<file path="config.mk">
export PLATFORM = sky130hd
export DESIGN_NAME = id_reg_bank
export DESIGN_NICKNAME = d
export VERILOG_FILES = /design/src/rtl/rv_pkg.sv /design/src/rtl/reg_scoreboard.sv /design/src/rtl/id_reg_bank.sv
export SDC_FILE = /design/constraint.sdc
export NUM_CORES = 2
export LEC_CHECK = 0
export BUFFER_PORTS_ARGS = -buffer_cell sky130_fd_sc_hd__buf_2
export CORE_MARGIN = 2
export CORE_UTILIZATION = 60
export DETAILED_ROUTE_END_ITERATION = 6
export HOLD_SLACK_MARGIN = 0.02
export PLACE_DENSITY = 0.81
export SYNTH_ARGS = -nofsm -noshare
export SYNTH_HDL_FRONTEND = slang
export SYNTH_SLANG_ARGS = --single-unit
export TNS_END_PERCENT = 10
</file>
<file path="constraint.sdc">
create_clock -name clk -period 38.2 [get_ports clk]
set_clock_uncertainty 0.05 [all_clocks]
set_input_delay 3.82 -clock clk [delete_from_list [all_inputs] [get_ports clk]]
set_output_delay 3.82 -clock clk [all_outputs]
set_load 0.02 [all_outputs]
</file>
<file path="src/rtl/rv_pkg.sv">
// Shared register-file constants for the ID stage: data width, register count
// and the index of the hardwired zero register.
package rv_pkg;

   localparam int XLEN      = 32;
   localparam int NREGS     = 32;
   localparam int REG_IDX_W = 5;

   localparam logic [REG_IDX_W-1:0] REG_ZERO = 5'd0;

   typedef logic [REG_IDX_W-1:0] reg_idx_t;
   typedef logic [XLEN-1:0]      reg_data_t;
   typedef logic [NREGS-1:0]     reg_mask_t;

   // One-hot mask for a register index; index 0 yields an empty mask
   // because x0 can never be the target of a write or a load.
   function automatic reg_mask_t idx_onehot(input reg_idx_t idx);
      reg_mask_t m;
      m = '0;
      if (idx != REG_ZERO) m[idx] = 1'b1;
      return m;
   endfunction

endpackage

</file>
<file path="src/rtl/reg_scoreboard.sv">
// Load-use scoreboard: tracks registers with an outstanding load and raises a
// stall when a source operand is pending. Optional macro: ID_REG_BANK_BYPASS_EN.
module reg_scoreboard
   import rv_pkg::*;
(
   input  logic                 clk,
   input  logic                 reset,
   input  logic [REG_IDX_W-1:0] rs1,
   input  logic [REG_IDX_W-1:0] rs2,
   input  logic                 reg_write,
   input  logic [REG_IDX_W-1:0] rd_wb,
   input  logic                 issue_load,
   input  logic [REG_IDX_W-1:0] rd_issue,
   output logic                 stall,
   output logic [NREGS-1:0]     pending_mask
);

   logic [NREGS-1:0] pending_q;
   logic [NREGS-1:0] pending_d;
   logic             wb_hit1;
   logic             wb_hit2;
   logic             busy1;
   logic             busy2;

   always_comb begin
      wb_hit1 = 1'b0;
      wb_hit2 = 1'b0;
`ifdef ID_REG_BANK_BYPASS_EN
      // The write landing this cycle is forwarded, so its pending bit is moot.
      wb_hit1 = reg_write && (rd_wb == rs1);
      wb_hit2 = reg_write && (rd_wb == rs2);
`else
      wb_hit1 = 1'b0;
      wb_hit2 = 1'b0;
`endif
      busy1 = (rs1 != REG_ZERO) && pending_q[rs1] && !wb_hit1;
      busy2 = (rs2 != REG_ZERO) && pending_q[rs2] && !wb_hit2;
      stall = !reset && (busy1 || busy2);
   end

   // Clear first, then set, so a new load to the same index supersedes the
   // completing one.
   always_comb begin
      pending_d = pending_q;
      if (reg_write) pending_d = pending_d & ~idx_onehot(rd_wb);
      if (issue_load && !stall) pending_d = pending_d | idx_onehot(rd_issue);
   end

   always_ff @(posedge clk or posedge reset) begin
      if (reset) begin
         pending_q <= '0;
      end else begin
         pending_q <= pending_d;
      end
   end

   assign pending_mask = pending_q;

endmodule

</file>
<file path="src/rtl/id_reg_bank.sv">
// ID-stage register bank: 32x32 registers with x0 hardwired to zero, two
// combinational read ports, and a load-use scoreboard. Optional macro: ID_REG_BANK_BYPASS_EN.
module id_reg_bank
   import rv_pkg::*;
(
   input  logic                 clk,
   input  logic                 reset,
   input  logic [REG_IDX_W-1:0] RS1_ID,
   input  logic [REG_IDX_W-1:0] RS2_ID,
   output logic [XLEN-1:0]      READ_DATA1_ID,
   output logic [XLEN-1:0]      READ_DATA2_ID,
   input  logic                 RegWrite_ID,
   input  logic [REG_IDX_W-1:0] RD_WB,
   input  logic [XLEN-1:0]      WRITE_DATA_WB_ID,
   input  logic                 ISSUE_LOAD_ID,
   input  logic [REG_IDX_W-1:0] RD_ISSUE_ID,
   output logic                 STALL_ID,
   output logic [NREGS-1:0]     PENDING_MASK
);

   logic [XLEN-1:0] regs [NREGS];
   logic            wr_en;

   assign wr_en = RegWrite_ID && (RD_WB != REG_ZERO);

   always_ff @(posedge clk or posedge reset) begin
      if (reset) begin
         for (int i = 0; i < NREGS; i++) regs[i] <= '0;
      end else if (wr_en) begin
         regs[RD_WB] <= WRITE_DATA_WB_ID;
      end
   end

   always_comb begin
      READ_DATA1_ID = '0;
      READ_DATA2_ID = '0;
      if (RS1_ID != REG_ZERO) READ_DATA1_ID = regs[RS1_ID];
      if (RS2_ID != REG_ZERO) READ_DATA2_ID = regs[RS2_ID];
`ifdef ID_REG_BANK_BYPASS_EN
      // Write-before-read: the WB value is visible in the same cycle.
      if (wr_en && (RD_WB == RS1_ID)) READ_DATA1_ID = WRITE_DATA_WB_ID;
      if (wr_en && (RD_WB == RS2_ID)) READ_DATA2_ID = WRITE_DATA_WB_ID;
`endif
   end

   reg_scoreboard u_scoreboard (
      .clk          (clk),
      .reset        (reset),
      .rs1          (RS1_ID),
      .rs2          (RS2_ID),
      .reg_write    (RegWrite_ID),
      .rd_wb        (RD_WB),
      .issue_load   (ISSUE_LOAD_ID),
      .rd_issue     (RD_ISSUE_ID),
      .stall        (STALL_ID),
      .pending_mask (PENDING_MASK)
   );

endmodule

</file>
After elaboration in Yosys (flattened, before gate mapping):

Index checks and enable logic that the tools add are counted.
Widths: inputs -> output; s select.

* register bits after elaboration: 1056
* bits in latches: 0
* memory bits (writable): 0
* memory bits (read-only): 0
* bits of input ports: 56
* output and inout bits: 97
* word-level logic and storage cells: 89
* memories kept: 0

* add/sub/neg operators: 0
* multiply operators: 0
* divide/modulo/power cells: 0
* magnitude comparators: 10
* equality and inequality tests: 0
* shifts and indexed selects: 0
* multiplexer cells: 25
* bitwise gates (word level): 6
* reductions and logical operators: 15

Operator list (number)
* $bwmux 1024: 1
* $mux 32: 13
* $bmux 32 s5: 2
* $demux 32 s5: 1
* $and 32x32->32: 1
* $not 32->32: 1
* $or 32x32->32: 1
* $lt 5x6->1 const B: 4
* $reduce_bool 5->1: 4
* $ge 6x6->1 const B: 3
* $not 5->6: 3
* $bmux 1 s5: 2
* $demux 1 s5: 2
* $ge 5x1->1 const B: 2
* $logic_and 1x1->1: 8
* $lt 6x1->1 const B: 1
* $mux 1: 4
* $logic_not 1->1: 2
* $logic_or 1x1->1: 1

Depth between registers and ports, before layout:

* word-level depth: 11
* depth in mapped cells: 10
* gate-level depth less buffers: 6

Hierarchy:

A second synthesis with hierarchy kept.

* cells, all modules: 3844
* area total of the unflattened synthesis: 57126.0 um2

By module, submodules not included
* id_reg_bank: times used 1, cells an instance 3614, area each 54773.8 um2, seq. area each 25624.6 um2
* reg_scoreboard: times used 1, cells an instance 230, area each 2352.3 um2, seq. area each 800.8 um2

Worst setup path before layout:

No wires, ideal clock.

* path kind: input -> output
* from: in RS2_ID[0]
* to: out READ_DATA2_ID[10]
* arrival: 5.850 ns
* data required time: 34.330 ns
* setup slack: 28.480 ns
* cell stages on the path: 8
* buffers on the path: 4
* path through: buf_6 > buf_6 > buf_2 > buf_2 > mux4_2 > mux4_2 > nand2_1 > a21oi_1

* longest elaborated chain between the ends: 5
* elaborated cells on any way between the ends: 6
* classes of those cells: 4 x mux; 1 x bitwise; 1 x reduce/logical

RTL lines
* start: declaration: line id_reg_bank.sv:9 `input logic [REG_IDX_W-1:0] RS2_ID,`
* $not 5->6 (not written as such): line id_reg_bank.sv:38 `if (RS2_ID != REG_ZERO) READ_DATA2_ID = regs[RS2_ID];`
* $bmux 32 s5: line id_reg_bank.sv:38
* $mux 32 (not written as such) (2 in a row): line id_reg_bank.sv:38
* $mux 32 *: line id_reg_bank.sv:38
* end: declaration: line id_reg_bank.sv:11 `output logic [XLEN-1:0] READ_DATA2_ID,`

Mark *: on every way between the ends. The rest lies on a longest branch, timed or not. The select of a mux whose other input is x is not followed.

Final worst setup path:

* from: in RS2_ID[1]
* to: out STALL_ID

* longest elaborated chain between the ends: 5
* elaborated cells on any way between the ends: 6
* classes of those cells: 2 x mux; 4 x reduce/logical

RTL lines
* $bmux 1 s5: line reg_scoreboard.sv:37 `busy2 = (rs2 != REG_ZERO) && pending_q[rs2] && !wb_hit2;`
* $mux 1 (not written as such): line reg_scoreboard.sv:37
* $logic_and 1x1->1 *: line reg_scoreboard.sv:37
* $logic_or 1x1->1 *: line reg_scoreboard.sv:38 `stall = !reset && (busy1 || busy2);`
* $logic_and 1x1->1 *: line reg_scoreboard.sv:38
* end: declaration: line id_reg_bank.sv:17 `output logic STALL_ID,`

Marked as above.

==> summary.txt <==
final setup fails = 0
Num Clock Sinks = 1056
Post-CTS Setup Inserts = 0
I/O Pins = 153
clock-pin slew on the worst setup and hold paths = 0.06 ns
chip width = 308.9 µm
reg2reg end = u_scoreboard.pending_mask[12]
Worst slew margin = 0.1166
crit-path max cell delay = 0.94 ns
largest net degree at the start of global routing = 185
fin crit period = 11.83 ns
VDD IR max = 0.03232 mV
status = finished clean
dominant cells by area after synthesis = dfrtp_1 47%, mux4_2 26%, mux2_2 20%, clkbuf_1 1.7%, nand2_1 1.0%
fin crit share = 0.3096
post-CTS sizing = 0
post-synth top area share = 0.4738
count leader, synth = dfrtp_1
worst-case clock buffer depth = 3
CP startpoint = RS2_ID[1]
DP Wirelength = 85.30 mm
crit-path leading delay family = buffers and inverters
Synth Register Bits = 1056
Worst-Margin Slew = 1.322 ns
arrival time worst endpoint = 7.96 ns
worst r2r src = u_scoreboard.pending_mask[6]
max frequency = 84.54 MHz
power density cells = 54.89 nW/µm²
WHS Path Cells = 0
layout cells sized above 1 = 0.6028
router iterations before antenna repair = 5
Die Ht = 308.9 µm
Final GP Congestion = 0.8257
die footprint = 95420 µm²
setup tns final = 0 ns
hold buffers post-CTS = 0
GRT overflow = 0
worst skew pair latency = 0.67 ns
Post-synth EDFFs = 0
synth cell count leaders = 1056 x dfrtp_1, 994 x mux2_2, 650 x mux4_2, 247 x clkbuf_1, 149 x nand2_1
Slowest-stage cell, CP = buf_4
startpoint types = input port
max-cap violations = 0
Syn Nets = 3508
Initial DRC Count = 4603
top_reg_cell synth = dfrtp_1
Worst R2R Path Depth = 7
crit-path max FO = 85
Post-Route WL = 159.1 mm
Rows = 111
vias in the first global route = 36680
register area share after synthesis = 0.4738
mapped cell area = 55780 µm²
Cell Chain, Critical Path = buf_8 -> buf_4 -> buf_4 -> mux4_2 -> a311o_1 -> a221oi_2 -> a31oi_4 -> buf_4 -> inv_1 -> buf_2
vias = 34640
min-delay worst type = reg -> reg
Setup crit end kind = primary output
Starting Density = 0.6067
initial antenna violation count = 11
synthesis-to-finish area growth = 9.401%
Mapped Avg Cell Area = 16.16 µm²
Hold Vio Cnt, Final = 0
Buf/Inv on CP = 6
Post-synth ARST share = 1.000
Reg2Reg Setup Slack = 35.53 ns
Root Buffer = clkbuf_16
drc violations = 0
PnR Total Power = 3350 µW
RSZ-0062 raised after global routing = false
Req. time, crit path = 34.33 ns
NumNets Final = 3431
library cells used by synthesis = 33
CTS Buf Count = 108
DR WL/cell = 33.75 µm
GRT Resource Usage Total = 0.3418
first-pass GRT wire length = 239.0 mm
end of the worst hold path = regs[998]
cell count after synthesis = 3452
synth warn = 0
Most Frequent Cell on Critical Path = buf_4
via/cell ratio = 7.348
fin. max-slew vios = 0
CORE AREA = 91940 µm²
Buffers on Ports = 152
Synth area leader = dfrtp_1
htree depth = 3
hold path start = regs[998]
Detail Route Antenna Nets = 0
Pleak = 0.02612 µW
Setup CP Type = in -> out
CTS tree = built
## worst max-delay path by stage
stage / slack, ns / to / cells after the start
CTS: 26.42 / READ_DATA2_ID[15] / 8
floorplan: 4.61 / regs[0] / 1
finish: 26.37 / STALL_ID / 10
global route: 26.22 / READ_DATA1_ID[0] / 8
detailed placement: 26.43 / READ_DATA2_ID[15] / 8
global placement: 26.43 / STALL_ID / 10
## cell usage in the layout, fill, tap and decap left out, types with 17 or more instances in the layout
| cell type | instances |
|---|---|
| clkbuf_16 | 111 |
| clkinv_2 | 30 |
| mux4_2 | 650 |
| mux2i_1 | 17 |
| buf_4 | 65 |
| clkbuf_8 | 26 |
| a21oi_1 | 64 |
| a32o_1 | 31 |
| nand2_1 | 134 |
| mux2_2 | 994 |
| buf_2 | 144 |
| dfrtp_1 | 1056 |
| inv_1 | 17 |
## cell type report
type / instances / area, µm²
repair buffers: 218 / 1351
multi-input cells: 1971 / 27780
diodes: 4 / 10.01
clock inverters: 51 / 625.6
flip-flops and latches: 1056 / 26430
inverters: 20 / 82.58
clock buffers: 151 / 3188
fillers: 6007 / 30920
well taps: 1243 / 1555
## kinds of logic (layout without fill, tap and decap cells)
logic type             Yosys count  count (layout)  synth area share
flip-flops                    1056            1056            0.4738
buffers and inverters          425             440           0.03118
other                            0               4                 0
multiplexers                  1661            1661            0.4662
AND/OR/NAND/NOR                206             206           0.01595
AO/OA/AOI/OAI                  104             104           0.01292
## registers in the layout, summed over array words and instances (netlist names)
register                   count
u_scoreboard.pending_mask     32
regs                        1024
## layer usage
layer  vias up  GRT usage  share of wire
li1      13240          -              -
met1     18760     0.4778           0.38
met2      2162     0.5180           0.47
met3       467    0.08626           0.11
met4        12     0.1479          0.044
met5         -          0        0.00045
## power by group
group / total, µW / switching (µW) / leakage, µW / internal, µW
clock: 1130 / 454 / 0.00190 / 675
sequential: 1500 / 170 / 0.0135 / 1330
combinational: 717 / 286 / 0.0107 / 431
## metrics by stage
step	utilization	hold WS [ns]	setup WS [ns]	std cells	cell area, µm²
finish	0.6637	0.3446	26.37	4714	61020
global placement	0.6221	0.3263	26.43	4508	57200
detailed placement	0.6221	0.3336	26.43	4508	57200
CTS	0.6636	0.3467	26.42	4710	61010
global route	0.6636	0.3609	26.22	4712	61020
floorplan	-	0.3913	4.606	3452	55780
(Power assumes the default switching activity.)
